**src/rtl/cc_miss_req_scheduler.sv**
```systemverilog
// Refill sequencer: turns cache miss requests into one AXI AR burst per line, pushes the
// miss address to the fill unit's FIFO, and merges misses to lines already being refilled.
module cc_miss_req_scheduler #(
    parameter int MAX_OUTSTANDING = 4,
    parameter int ADDR_W          = 32,
    parameter int LINE_OFF_W      = 6,
    localparam int CNT_W          = $clog2(MAX_OUTSTANDING + 1)
) (
    input  logic              clk,
    input  logic              rst_n,
    // Handshakes: a transfer happens in the cycle where valid & ready are both high.
    // Ready never depends on valid; AR valid, once raised, holds with stable address until ready.
    input  logic              miss_req_valid_i,
    input  logic [ADDR_W-1:0] miss_req_addr_i,
    output logic              miss_req_ready_o,
    output logic              miss_req_dup_o,
    output logic [ADDR_W-1:0] mem_araddr_o,
    output logic [3:0]        mem_arlen_o,
    output logic [2:0]        mem_arsize_o,
    output logic [1:0]        mem_arburst_o,
    output logic              mem_arvalid_o,
    input  logic              mem_arready_i,
    input  logic              mem_rvalid_i,
    input  logic              mem_rready_i,
    input  logic              mem_rlast_i,
    input  logic              miss_addr_fifo_full_i,
    output logic              miss_addr_fifo_wren_o,
    output logic [ADDR_W-1:0] miss_addr_fifo_wdata_o,
    output logic [CNT_W-1:0]  outstanding_cnt_o,
    output logic              dbg_state_o
);

    localparam int PTR_W = $clog2(MAX_OUTSTANDING);
    localparam int TAG_W = ADDR_W - LINE_OFF_W;
    localparam logic [CNT_W-1:0] CNT_MAX = CNT_W'(MAX_OUTSTANDING);

    typedef enum logic {
        IDLE  = 1'b0,
        ISSUE = 1'b1
    } state_t;

    state_t                      state;
    state_t                      state_nxt;
    logic   [CNT_W-1:0]          cnt;
    logic   [PTR_W-1:0]          wr_ptr;
    logic   [PTR_W-1:0]          rd_ptr;
    logic   [TAG_W-1:0]          tbl_tag   [MAX_OUTSTANDING];
    logic   [MAX_OUTSTANDING-1:0] tbl_valid;
    logic   [ADDR_W-1:0]         araddr_q;

    logic   [TAG_W-1:0]          req_tag;
    logic                        ready;
    logic                        accept;
    logic                        tag_hit;
    logic                        dup;
    logic                        accept_new;
    logic                        complete;

    assign req_tag = miss_req_addr_i[ADDR_W-1:LINE_OFF_W];

    // Valid bits still include an entry completing this cycle, so a miss to that line merges.
    always_comb begin
        tag_hit = 1'b0;
        for (int i = 0; i < MAX_OUTSTANDING; i++) begin
            if (tbl_valid[i] && (tbl_tag[i] == req_tag)) begin
                tag_hit = 1'b1;
            end
        end
    end

    assign ready      = (state == IDLE) && !miss_addr_fifo_full_i && (cnt < CNT_MAX);
    assign accept     = miss_req_valid_i && ready;
    assign dup        = accept && tag_hit;
    assign accept_new = accept && !tag_hit;
    // A stray rlast with nothing pending is dropped rather than underflowing the count.
    assign complete   = mem_rvalid_i && mem_rready_i && mem_rlast_i && (cnt != '0);

    // FSM: state register
    always_ff @(posedge clk or negedge rst_n) begin
        if (!rst_n) begin
            state <= IDLE;
        end else begin
            state <= state_nxt;
        end
    end

    // FSM: next state
    always_comb begin
        state_nxt = state;
        case (state)
            IDLE:    if (accept_new) state_nxt = ISSUE;
            ISSUE:   if (mem_arready_i) state_nxt = IDLE;
            default: state_nxt = IDLE;
        endcase
    end

    // FSM: outputs
    always_comb begin
        miss_req_ready_o       = ready;
        miss_req_dup_o         = dup;
        miss_addr_fifo_wren_o  = accept_new;
        miss_addr_fifo_wdata_o = miss_req_addr_i;
        mem_arvalid_o          = (state == ISSUE);
        mem_araddr_o           = araddr_q;
        mem_arlen_o            = 4'd7;
        mem_arsize_o           = 3'b011;
        mem_arburst_o          = 2'b01;
        outstanding_cnt_o      = cnt;
        dbg_state_o            = state;
    end

    always_ff @(posedge clk or negedge rst_n) begin
        if (!rst_n) begin
            araddr_q <= '0;
        end else if (accept_new) begin
            araddr_q <= {req_tag, {LINE_OFF_W{1'b0}}};
        end
    end

    always_ff @(posedge clk or negedge rst_n) begin
        if (!rst_n) begin
            cnt <= '0;
        end else begin
            case ({accept_new, complete})
                2'b10:   cnt <= cnt + 1'b1;
                2'b01:   cnt <= cnt - 1'b1;
                default: cnt <= cnt;
            endcase
        end
    end

    // Pending-line table: in-order circular buffer; pointers wrap naturally (power-of-2 depth).
    always_ff @(posedge clk or negedge rst_n) begin
        if (!rst_n) begin
            wr_ptr    <= '0;
            rd_ptr    <= '0;
            tbl_valid <= '0;
            for (int i = 0; i < MAX_OUTSTANDING; i++) begin
                tbl_tag[i] <= '0;
            end
        end else begin
            if (complete) begin
                tbl_valid[rd_ptr] <= 1'b0;
                rd_ptr            <= rd_ptr + 1'b1;
            end
            if (accept_new) begin
                tbl_tag[wr_ptr]   <= req_tag;
                tbl_valid[wr_ptr] <= 1'b1;
                wr_ptr            <= wr_ptr + 1'b1;
            end
        end
    end

    a_no_rlast_underflow: assert property (
        @(posedge clk) disable iff (!rst_n)
        (mem_rvalid_i && mem_rready_i && mem_rlast_i) |-> (cnt != '0)
    );

endmodule
```
**config.mk**
```make
export PLATFORM = sky130hd
export DESIGN_NAME = cc_miss_req_scheduler
export DESIGN_NICKNAME = d
export VERILOG_FILES = /design/src/rtl/cc_miss_req_scheduler.sv
export SDC_FILE = /design/constraint.sdc
export NUM_CORES = 1
export LEC_CHECK = 0
export BUFFER_PORTS_ARGS = -buffer_cell sky130_fd_sc_hd__buf_4
export CAP_MARGIN = 20
export CORE_ASPECT_RATIO = 1.1
export CORE_MARGIN = 1.5
export CORE_UTILIZATION = 50
export CTS_CLUSTER_SIZE = 24
export DETAILED_ROUTE_END_ITERATION = 12
export PLACE_DENSITY = 0.75
export RECOVER_POWER = 100
export SLEW_MARGIN = 20
export SYNTH_ARGS = -nofsm -noshare
export SYNTH_HDL_FRONTEND = slang
export SYNTH_SLANG_ARGS = --single-unit
```
**constraint.sdc**
```tcl
create_clock -name clk -period 2.35 [get_ports clk]
set_input_delay 0.235 -clock clk [delete_from_list [all_inputs] [get_ports clk]]
set_output_delay 0.235 -clock clk [all_outputs]
set_load 0.005 [all_outputs]
```
# Word-level counts from Yosys, hierarchy flattened
# Index checks and enable logic that the tools add are counted.
totals:
  ff_bits: 142
  latchBits: 0
  ramBits: 0
  mem_bits_ro: 0
  output_inout_bits: 81
  word_cells: 68
  mem_count: 0
op_classes:
  addsub: 4
  mul: 0
  n_div: 0
  magnitude_cmp: 7
  eq_ne: 6
  shifts: 0
  mux: 17
  bitwise: 5
  n_reduce_logical: 19
ops:
  columns: ["operator", "n"]
  rows:
  - ["bitwise mux 104 bit", 1]
  - ["equality test 26 bit", 4]
  - ["demux 26 bit (select 2 bit)", 1]
  - ["two-way mux 26 bit", 1]
  - ["logical AND 1 bit", 15]
  - ["two-way mux 1 bit", 8]
  - ["two-way mux 4 bit", 2]
  - ["< comparator 2 x 3 -> 1 bit (second input constant)", 2]
  - ["one-hot mux 3 bit (2 select lines)", 1]
  - ["adder 2 x 1 -> 2 bit (second input constant)", 2]
  - ["AND 4 bit", 1]
  - ["demux 1 bit (select 2 bit)", 2]
  - [">= comparator 2 x 1 -> 1 bit (second input constant)", 2]
  - ["inverter 4 bit", 1]
  - ["OR 4 bit", 1]
  - ["adder 3 x 1 -> 3 bit (second input constant)", 1]
  - [">= comparator 3 bit (second input constant)", 1]
  - ["< comparator 3 x 1 -> 1 bit (second input constant)", 1]
  - ["< comparator 3 bit (second input constant)", 1]
  - ["inverter 2 -> 3 bit", 1]
  - ["nonzero test 3 bit", 1]
  - ["subtractor 3 x 1 -> 3 bit (second input constant)", 1]
  - ["equality test 2 x 1 -> 1 bit (second input constant)", 1]
  - ["equality test 2 bit (second input constant)", 1]
  - ["other kinds (4)", 5]

# Longest topological paths before layout
# Gate-level depths: netlist of the first run.
logic_depth:
  word_depth: 10
  mapped_depth: 13
  depth_no_buf: 11

# Least setup slack after synthesis of the first run
# Ideal clock, no wire load.
synth_timing:
  path_kind: "input to register"
  from: "input port miss_req_addr_i[18]"
  to: "register cnt[2], in the netlist outstanding_cnt_o[2]"
  setup_time_ns: 0.079
  t_arrival_ns: 2.477
  required_time_ns: 2.271
  path_slack_ns: -0.206
  path_stages: 13
  cell_sequence: "buf_4 -> xnor2_1 -> nand4_1 -> nor4_2 -> a22oi_4 -> nand3_2 -> buf_4 -> ha_1 -> inv_1 -> fa_1 -> xor2_1 -> nor2_1 -> xor2_1"
synth_via:
  elab_chain_len: 10
synth_rtl:
  columns: ["item", "line_no", "source"]
  rows:
  - ["from (decl)", "14", "input logic [ADDR_W-1:0] miss_req_addr_i,"]
  - ["equality test 26 bit", "65", "if (tbl_valid[i] && (tbl_tag[i] == req_tag)) begin"]
  - ["logical AND 1 bit", "65", null]
  - ["two-way mux 1 bit (3 in series)", "65", null]
  - ["two-way mux 1 bit (*)", "65", null]
  - ["zero test 1 bit (*)", "74", "assign accept_new = accept && !tag_hit;"]
  - ["logical AND 1 bit (*)", "74", null]
  - ["equality test 2 x 1 -> 1 bit / equality test 2 bit (equally long branches)", "124", "case ({accept_new, complete})"]
  - ["one-hot mux 3 bit (2 select lines) / nonzero test 2 bit (equally long branches)", null, null]
  - ["to (signal assigned)", "125", "2'b10: cnt <= cnt + 1'b1;"]
  - ["to (signal assigned)", "126", "2'b01: cnt <= cnt - 1'b1;"]
  - ["to (signal assigned)", "127", "default: cnt <= cnt;"]
  - ["to (decl)", "44", "logic [CNT_W-1:0] cnt;"]
# Every way passes the cells marked *; elsewhere a longest branch is shown, timed or not.
# A chain may end at the register's enable or synchronous reset.

# Final worst setup path of the first run
layout_timing:
  from: "register tbl_tag[94] (netlist bit)"
  to: "output port miss_addr_fifo_wren_o"
layout_via:
  elab_chain_len: 8
layout_rtl:
  columns: ["item", "line_no", "source"]
  rows:
  - ["from (decl)", "47", "logic [TAG_W-1:0] tbl_tag [MAX_OUTSTANDING];"]
  - ["from (signal, indexed assignment)", "147", "tbl_tag[wr_ptr] <= req_tag;"]
  - ["equality test 26 bit", "65", null]
  - ["logical AND 1 bit", "65", null]
  - ["two-way mux 1 bit (4 in series)", "65", null]
  - ["zero test 1 bit", "74", null]
  - ["logical AND 1 bit", "74", null]
  - ["to (decl)", "27", "output logic miss_addr_fifo_wren_o,"]
# No other way between the ends.

==> reports/metrics.yaml, run 1 <==
hold_path:
  min_from: "miss_req_addr_i[18]"
  hold_path_class: "in -> reg"
setup_path:
  critPathCaptureType: "primary output"
  path_cells: "xnor2_1 > nand4_1 > nor4_2 > a22oi_4 > nand3_4 > buf_4 > buf_12 > inv_2 > buf_6"
  crit_slowest_cell: "nor4_2"
  regToRegStartpoint: "tbl_tag[94]"
  r2r_end: "outstanding_cnt_o[2]"
  critical_path.top_delay_family: "simple AND/OR/NAND/NOR gates"
  worstSetupPathType: "reg -> out"
  start_kind: "register"
  cp_data_arrival_time_ps: 2350
  slowest_delay_ps: 440
  endpoint: "miss_addr_fifo_wren_o"
  cp_num_buf_inv: 4
  worstPathRequired_ps: 2120
  path_depth: 9
  reg2reg_depth: 11
  r2r_slack_ps: -230
  cp-startpoint: "tbl_tag[94]"
  path_max_fanout: 3
clock_network:
  path_clk_slew_ps: 60
  clkLatencyLatePin_ps: 430
  root_buffer: "clkbuf_16"
  cts_tree: "yes"
  cts-htree-levels: 4
  clk_path_buf_depth: 2
  cts_buffers: 17
  cts_sinks: 142
global_route:
  grt_start_max_net_pins: 57
  grt_pass1_vias: 5167
  antenna_found_initial: 0
  grt.total_usage_pct: 24.9
  grt-ovfl-total: 0
  grt_pass1_wl_um: 29700
cells_and_area:
  fin_area_um2: 9590
  layout_commonest_cell: "dfrtp_1"
  num-fill-cells: 1093
  layout-drive-gt1-share_pct: 47.3
  most-common-layout-cells: "dfrtp_1, mux2_4, xnor2_1"
  antenna-diode-count: 0
  utilization_pct: 64.0
  syn2layout_area_growth_pct: 25.7
  finalNetCount: 724
  layout.cells.non_filler: 883
place:
  io_buffer_count: 93
  dp_cells: 830
  dpl.hpwl_um: 11300
  place_area_um2: 8500
  place.gp.congestion: 0.790
  pre_cts_ws_ps: -236
die:
  ios: 121
  placementRows: 47
  fp.coreArea_um2: 15000
  die-area_um2: 16000
  die_x_um: 121
  die_height_um: 133
  initial_core_util_pct: 50.9
timing:
  tightest_slew_ps: 1420
  fin_crit_sh_pct: 110
  setup_viol: 123
  fin_skew_ps: 10.2
  rsz0062_at_grt: "true"
  hold_viol_final: 0
  setup_slack_ps: -235
  relSlewSlack_pct: 5.46
  fmaxAchievable_mhz: 387
  drv_slew: 0
  period_needed_ps: 2590
synthesis:
  ys_ff_latch: 142
  async_flop_share_pct: 100
  ys.flop_type: "dfrtp_1"
  synth_cells: 555
  synth_cell_type_count: 26
  yosysTopAreaCellShare_pct: 46.6
  yosys-top-cells-area: "dfrtp_1, mux2_4, xnor2_1, buf_4, mux2_2"
  yosysTopAreaCell: "dfrtp_1"
  ys_warn_count: 0
  syn-cell-area_um2: 7630
  syn_avg_cell_area_um2: 13.7
  ys_seq_area_share_pct: 46.6
  synth_edf_count: 0
run_status:
  violations: "negative setup slack"
  status: "finished, violations left"
routing:
  drtIter0Drc: 346
  routed_wl_um: 18700
  viasPerCell: 5.25
  drc: 0
  routedWlPerCell_um: 21.2
  num_vias: 4640
  antenna_left: 0
  dr.pass1.iters: 4
pwr:
  leakage_nw: 4.64
  ir_drop_v: 0.000622
  p_per_area_nw_per_um2: 1220
job:
  maxCapViolCount: 0
[report_power, final]
group / switching (mW) / leakage [nW] / internal, mW / total [mW]
logic: 1.52 / 2.58 / 2.72 / 4.24
clock network: 1.05 / 0.316 / 1.92 / 2.97
registers: 0.913 / 1.75 / 3.63 / 4.54
[through the flow]
stage	TNS, ps	total power [mW]	hold slack [ps]
6_report	-11640	11.7	89.1
3_5_place_dp	-4500	8.31	243
4_1_cts	-7310	11.7	76.3
3_3_place_gp	-3800	8.11	235
5_1_grt	-19070	12.3	88.4
2_1_floorplan	-88.2	7.12	-60.6
[cell type report]
cell class | count | area (µm²) | share of cell area (%)
clock buffers | 23 | 498 | 5.19
clock inverters | 9 | 154 | 1.60
inverters | 9 | 33.8 | 0.352
multi-input cells | 331 | 3580 | 37.4
flip-flops and latches | 142 | 3550 | 37.1
well taps | 196 | 245 | 2.56
repair buffers | 173 | 1520 | 15.9
[synthesized netlist by cell type, drive strengths merged (2+ instances only)]
| cell type | number |
|---|---|
| a22oi | 2 |
| buf | 85 |
| conb | 2 |
| dfrtp | 142 |
| ha | 9 |
| inv | 9 |
| mux2 | 131 |
| nand2 | 13 |
| nand3 | 6 |
| nand4 | 28 |
| nor2 | 2 |
| nor3 | 6 |
| nor4 | 4 |
| o21ai | 2 |
| xnor2 | 107 |
| xor2 | 2 |
[metal layers]
metal	track usage, %	share of wire (%)	vias to the layer above
met2	40.6	50	138
met5	0	0	-
li1	-	-	2041
met3	5.82	4.2	39
met1	32.2	43	2422
met4	9.61	2.7	0
[worst reg2reg max path: stages, from the launching register on]
cell     delay (ps)
dfrtp_1         400
xnor2_1         270
nand4_1         170
nor4_2          440
a22oi_4         130
nand3_4         140
ha_4            140
inv_2            30
fa_2            320
xor2_1          150
nor2_1          110
xor2_1          180
[sequential cells by signal (all words and copies together), names as in the netlist]
register / flops
wr_ptr: 2
tbl_valid: 4
outstanding_cnt_o: 3
dbg_state_o: 1
rd_ptr: 2
tbl_tag: 104
mem_araddr_o: 26
[what timing repair did]
item                                    in CTS  in global routing
hold buffers                                 2                  0
endpoints found under the setup margin     136                137
cloned                                       8                  1
setup buffers                               15                  7
resized for setup                           54                 16
endpoints found under the hold margin       54                  0
pin swaps                                   14                  8
[kinds of logic (layout without fill, tap and decap cells)]
family | count (synthesis) | after routing | share of synthesized area (%)
AND/OR/NAND/NOR | 60 | 60 | 5.41
AO/OA/AOI/OAI | 5 | 5 | 0.787
XOR/XNOR | 109 | 109 | 12.5
buffers and inverters | 95 | 214 | 9.66
flip-flops | 142 | 142 | 46.6
adder cells (fa/ha/maj) | 10 | 10 | 1.74
other | 2 | 15 | 0.0984
multiplexers | 132 | 132 | 23.2
[how the worst min path moves through the flow]
stage,to,slack (ps),cells past startpoint
finish,tbl_tag[38],90,2
global route,tbl_tag[38],90,2
CTS,tbl_tag[38],80,2
detailed placement,mem_araddr_o[30],240,1
global placement,mem_araddr_o[30],240,1
floorplan,dbg_state_o,-60,0
(Power assumes the default switching activity.)
==> inputs of run 2 (changes only) <==
Settings changed: CORE_UTILIZATION 50 to 30, PLACE_DENSITY 0.75 to unset.
==> run 2 against run 1 <==
  * The run still ends with negative setup slack left
  * Combinational power about the same
  * Clock skew is 2.1 ps higher
  * Largest cell class unchanged
  * Flip-flop and latch count stayed put
  * First-iteration DRC count fell by 31%
  * Largest power group unchanged
==> reports/metrics.yaml, run 2 (synthesis gave the netlist of run 1 again) <==
die:
  initial_core_util_pct: 30.4
  die-area_um2: 26400
  die_x_um: 155
  ios: 121
  placementRows: 61
  die_height_um: 170
  fp.coreArea_um2: 25100
clock_network:
  clkLatencyLatePin_ps: 430
  cts_sinks: 142
  cts-htree-levels: 4
  clk_path_buf_depth: 2
  path_clk_slew_ps: 60
  cts_buffers: 17
  root_buffer: "clkbuf_16"
  cts_tree: "yes"
run_status:
  status: "finished, violations left"
  violations: "negative setup slack"
routing:
  antenna_left: 0
  routed_wl_um: 18300
  dr.pass1.iters: 4
  routedWlPerCell_um: 18.0
  drtIter0Drc: 240
  drc: 0
  num_vias: 4466
  viasPerCell: 4.40
cells_and_area:
  finalNetCount: 736
  layout-drive-gt1-share_pct: 47.6
  layout.cells.non_filler: 1014
  largest_reg_flops: 104
  top_register: "tbl_tag"
  antenna-diode-count: 0
  syn2layout_area_growth_pct: 29.0
  layout_commonest_cell: "dfrtp_1"
  num-fill-cells: 2402
  most-common-layout-cells: "dfrtp_1, mux2_4, xnor2_1"
setup_path:
  worstSetupPathType: "reg -> reg"
  worstPathRequired_ps: 2650
  r2r_end: "tbl_tag[20]"
  regToRegStartpoint: "tbl_tag[58]"
  start_kind: "register"
  cp_data_arrival_time_ps: 2840
  r2r_slack_ps: -190
  critPathCaptureType: "register"
  path_max_fanout: 6
  reg2reg_depth: 9
global_route:
  grt.total_usage_pct: 14.4
  grt_start_max_net_pins: 53
  grt-ovfl-total: 0
  grt_pass1_vias: 4674
  grt_pass1_wl_um: 28300
  antenna_found_initial: 0
timing:
  tightest_slew_ps: 1060
  setup_slack_ps: -186
  fin_crit_sh_pct: 108
  fin_hold_ws_ps: 109
  period_needed_ps: 2540
  fmaxAchievable_mhz: 394
  setup_viol: 109
  fin_skew_ps: 12.2
  hold_viol_final: 0
  rsz0062_at_grt: "true"
  drv_slew: 0
  relSlewSlack_pct: 29.2
hold_path:
  whs_path_depth: 2
  hold_path_class: "in -> reg"
  min_from: "miss_req_addr_i[18]"
  min_to: "tbl_tag[38]"
pwr:
  ir_drop_v: 0.000522
  p_per_area_nw_per_um2: 1170
  leakage_nw: 4.69
job:
  maxCapViolCount: 0
place:
  dp_cells: 959
  dpl.hpwl_um: 11900
  io_buffer_count: 93
  place.gp.congestion: 0.760
## run 2: worst max-delay path: stages, from the launching register on
cell and delay [ps]:
dfrtp_1 400, xnor2_2 180, nand4_1 210, nor4_4 450, a22oi_4 150, buf_6 150
buf_8 130, nand4_4 220, clkbuf_16 210, mux2_4 290
## run 2: per-stage QoR
stage / cell area [µm²] / setup TNS, ps / power [mW] / worst slack [ps] / utilization [%]
floorplan: 7700 / -88.2 / 7.12 / -88.2 / -
global placement: 8740 / -9140 / 8.31 / -264 / 34.8
detailed placement: 8740 / -7460 / 8.37 / -251 / 34.8
CTS: 9760 / -11960 / 11.5 / -183 / 38.9
global route: 9840 / -24900 / 12.2 / -304 / 39.2
finish: 9840 / -14950 / 11.5 / -186 / 39.2
## run 2: timing repair
item	4_1_cts	5_1_grt
buffers inserted	11	9
gates resized for setup	29	47
hold endpoints to repair	40	0
pin swaps	13	14
cloned	6	3
hold buffers	2	0
endpoints found under the setup margin	108	134
## run 2: final cells by class
| type | count | area [µm²] | share of cell area [%] |
|---|---|---|---|
| Multi-Input combinational cell | 331 | 3580 | 36.4 |
| Tap cell | 315 | 394 | 4.01 |
| Sequential cell | 142 | 3550 | 36.1 |
| Inverter | 9 | 36.3 | 0.369 |
| Clock inverter | 13 | 163 | 1.65 |
| Timing Repair Buffer | 185 | 1660 | 16.9 |
| Clock buffer | 19 | 453 | 4.60 |
## run 2: power by group
part | internal, mW | switching, mW
clock | 1.73 | 1.11
sequential | 3.63 | 0.831
combinational | 2.79 | 1.45
## run 2: how the worst max path moves through the flow
stage	from	end	slack, ps
6_report	tbl_tag[58]	tbl_tag[20]	-190
5_1_grt	tbl_tag[58]	outstanding_cnt_o[2]	-300
4_1_cts	tbl_tag[52]	miss_req_dup_o	-180
3_5_place_dp	miss_req_addr_i[6]	outstanding_cnt_o[2]	-250
3_3_place_gp	miss_req_addr_i[12]	outstanding_cnt_o[2]	-260
2_1_floorplan	tbl_tag[39]	outstanding_cnt_o[2]	-90
## run 2: per-layer routing
| layer | wire (µm) | part of all wire [%] | GRT usage (%) | vias up |
|---|---|---|---|---|
| met2 | 8820 | 48 | 22.8 | 101 |
| li1 | - | - | - | 2071 |
| met4 | 207 | 1.1 | 4.06 | 0 |
| met3 | 638 | 3.5 | 2.70 | 18 |
| met5 | 0 | 0 | 0 | - |
| met1 | 8620 | 47 | 20.0 | 2276 |
==> inputs of run 3 (changes only) <==
Settings changed: ABC_AREA set to 1.
==> run 3 against run 2 <==
  * The run ends with max-capacitance violations, max-slew violations, negative setup slack left
  * Critical endpoint is now outstanding_cnt_o[2]
  * Worst hold slack better by 6.1 ps
  * Fmax is 6.1% higher
  * Critical path type unchanged
  * Worst setup slack better by 140 ps
==> reports/metrics.yaml, run 3 <==
run_status:
  status: "finished, violations left"
  violations: "max-capacitance violations, max-slew violations, negative setup slack"
global_route:
  grt_pass1_wl_um: 56900
  grt_start_max_net_pins: 64
  grt.total_usage_pct: 24.2
  grt_pass1_vias: 9332
  grt-ovfl-total: 0
  antenna_found_initial: 0
routing:
  drtIter0Drc: 762
  wl_met1_um: 16900
  routedWlPerCell_um: 18.5
  met3_length_um: 1820
  routed_wl_um: 37900
  topRoutingLayerUsed: "met4"
  dr.pass1.iters: 4
  viasPerCell: 4.74
  wl_met2_um: 18100
  antenna_left: 0
  drc: 0
  num_vias: 9735
timing:
  fmaxAchievable_mhz: 418
  relSlewSlack_pct: -3.63
  drv_slew: 55
  hold_viol_final: 0
  rsz0062_at_grt: "true"
  setup_slack_ps: -40.5
  period_needed_ps: 2390
  tightest_slew_ps: 1550
  fin_crit_sh_pct: 102
  setup_viol: 2
  fin_skew_ps: 10.2
die:
  ios: 121
  fp.coreArea_um2: 30500
  die-area_um2: 32000
  placementRows: 67
  die_height_um: 188
  die_x_um: 171
  initial_core_util_pct: 30.4
setup_path:
  critPathCaptureType: "register"
  cp_data_arrival_time_ps: 2710
  crit_slowest_cell: "dfrtp_1"
  worstPathRequired_ps: 2670
  critPathMostFrequentCell: "nand2_1"
  path_cells: "nand2_1 > nand4_1 > nor2_1 > nand2_1 > nor2_2 > nand2_1 > nand2_2 > nor2_4 > nand2_4 > ha_4 > inv_2 > fa_2 > a21oi_2 > o21ai_1 > xor2_1"
  slowest_delay_ps: 400
  worstSetupPathType: "reg -> reg"
  path_max_fanout: 3
  start_kind: "register"
cells_and_area:
  layout_commonest_cell: "nand2_1"
  layout-drive-gt1-share_pct: 27.9
  fin_area_um2: 12800
  top_register: "tbl_tag"
  syn2layout_area_growth_pct: 37.3
  largest_reg_flops: 104
  finalNetCount: 1675
  antenna-diode-count: 0
  most-common-layout-cells: "nand2_1, buf_4, dfrtp_1"
synthesis:
  ys.flop_type: "dfrtp_1"
  async_flop_share_pct: 100
  yosys.cell_count.top_type: "nand2_1"
  yosysTopAreaCell: "dfrtp_1"
  syn-cell-area_um2: 9290
  synth_cells: 1366
  yosysTopAreaCellShare_pct: 38.2
  synth_common_cells: "nand2_1, dfrtp_1, inv_1"
  synth_edf_count: 0
  synth_cell_type_count: 29
  ys_seq_area_share_pct: 38.2
  syn_avg_cell_area_um2: 6.80
  yosys-top-cells-area: "dfrtp_1, nand2_1, nand4_1, inv_1, buf_4"
  ys_warn_count: 0
  ys_ff_latch: 142
clock_network:
  cts_buffers: 17
  clk_path_buf_depth: 2
  cts-htree-levels: 4
  cts_tree: "yes"
  path_clk_slew_ps: 60
  cts_sinks: 142
  root_buffer: "clkbuf_16"
  clkLatencyLatePin_ps: 450
hold_path:
  hold_path_class: "in -> reg"
place:
  dpl.hpwl_um: 28400
  place.gp.congestion: 1.04
  io_buffer_count: 93
  place_area_um2: 11700
pwr:
  leakage_nw: 6.86
  p_per_area_nw_per_um2: 1130
  ir_drop_v: 0.000689
  power_mw: 14.4
job:
  maxCapViolCount: 1
## run 3: cell families after synthesis
group                    Yosys count  share of synthesized area, %
AO/OA/AOI/OAI                     30                          1.68
XOR/XNOR                          38                          3.58
adder cells (fa/ha/maj)           10                          1.43
buffers and inverters            272                          14.7
flip-flops                       142                          38.2
other                              2                        0.0808
AND/OR/NAND/NOR                  872                          40.2
## run 3: power breakdown
group | total, mW | internal, mW | switching (mW)
sequential | 4.48 | 3.56 | 0.928
clock | 2.96 | 1.82 | 1.14
combinational | 6.91 | 3.05 | 3.86
## run 3: what timing repair did
item / 4_1_cts / 5_1_grt
endpoints found under the setup margin: 10 / 108
hold buffers: 2 / 0
hold endpoints to repair: 52 / 0
buffers inserted: 8 / 9
pin swaps: 25 / 26
gates cloned: 1 / 0
gates resized for setup: 55 / 45
## run 3: critical path: cells and delay by family (launching register included)
kind | cells | cell delay (ps)
buffers and inverters | 1 | 40
DFF | 1 | 400
AOI/OAI and AO/OA | 2 | 210
and+or+nand+nor | 9 | 1000
xor gates and xnor gates | 1 | 140
adders and majority gates | 2 | 470
## run 3: layout make-up
cell class | instances | area (µm²)
sequential | 142 | 3550
fill | 3294 | 17800
inverter | 145 | 547
multi-input combinational | 965 | 4720
clock inverter | 12 | 183
timing repair buffer | 354 | 2790
tap | 414 | 518
clock buffer | 20 | 447
## run 3: layer usage
layer  track usage (%)  vias to the layer above
met4              8.71                        0
met3              3.17                       53
li1                  -                     4703
met2              39.4                      302
met5                 0                        -
met1              32.6                     4677
## run 3: worst paths after layout
path / start / end / slack (ps) / cells after the start
worst max register to register: tbl_tag[8] / outstanding_cnt_o[2] / -40 / 15
max in group asynchronous: rst_n / tbl_tag[57] / 520 / 3
worst min-delay path: miss_req_addr_i[18] / tbl_tag[90] / 120 / 3
worst min register to register: mem_araddr_o[14] / mem_araddr_o[14] / 470 / 2
worst max-delay path: tbl_tag[8] / outstanding_cnt_o[2] / -40 / 15
min in group asynchronous: rst_n / mem_araddr_o[27] / 690 / 2
## run 3: stage by stage
| stage | setup WS (ps) | TNS (ps) | util (%) | instances | hold WS, ps |
|---|---|---|---|---|---|
| CTS | -40.9 | -74.9 | 41.5 | 2044 | 103 |
| detailed placement | -273 | -1040 | 38.4 | 2002 | 244 |
| floorplan | 10.9 | 0 | - | 1379 | -60.6 |
| finish | -40.5 | -74.2 | 41.8 | 2052 | 115 |
| global placement | -368 | -852 | 38.4 | 2002 | 243 |
| global route | -118 | -2020 | 41.8 | 2052 | 140 |
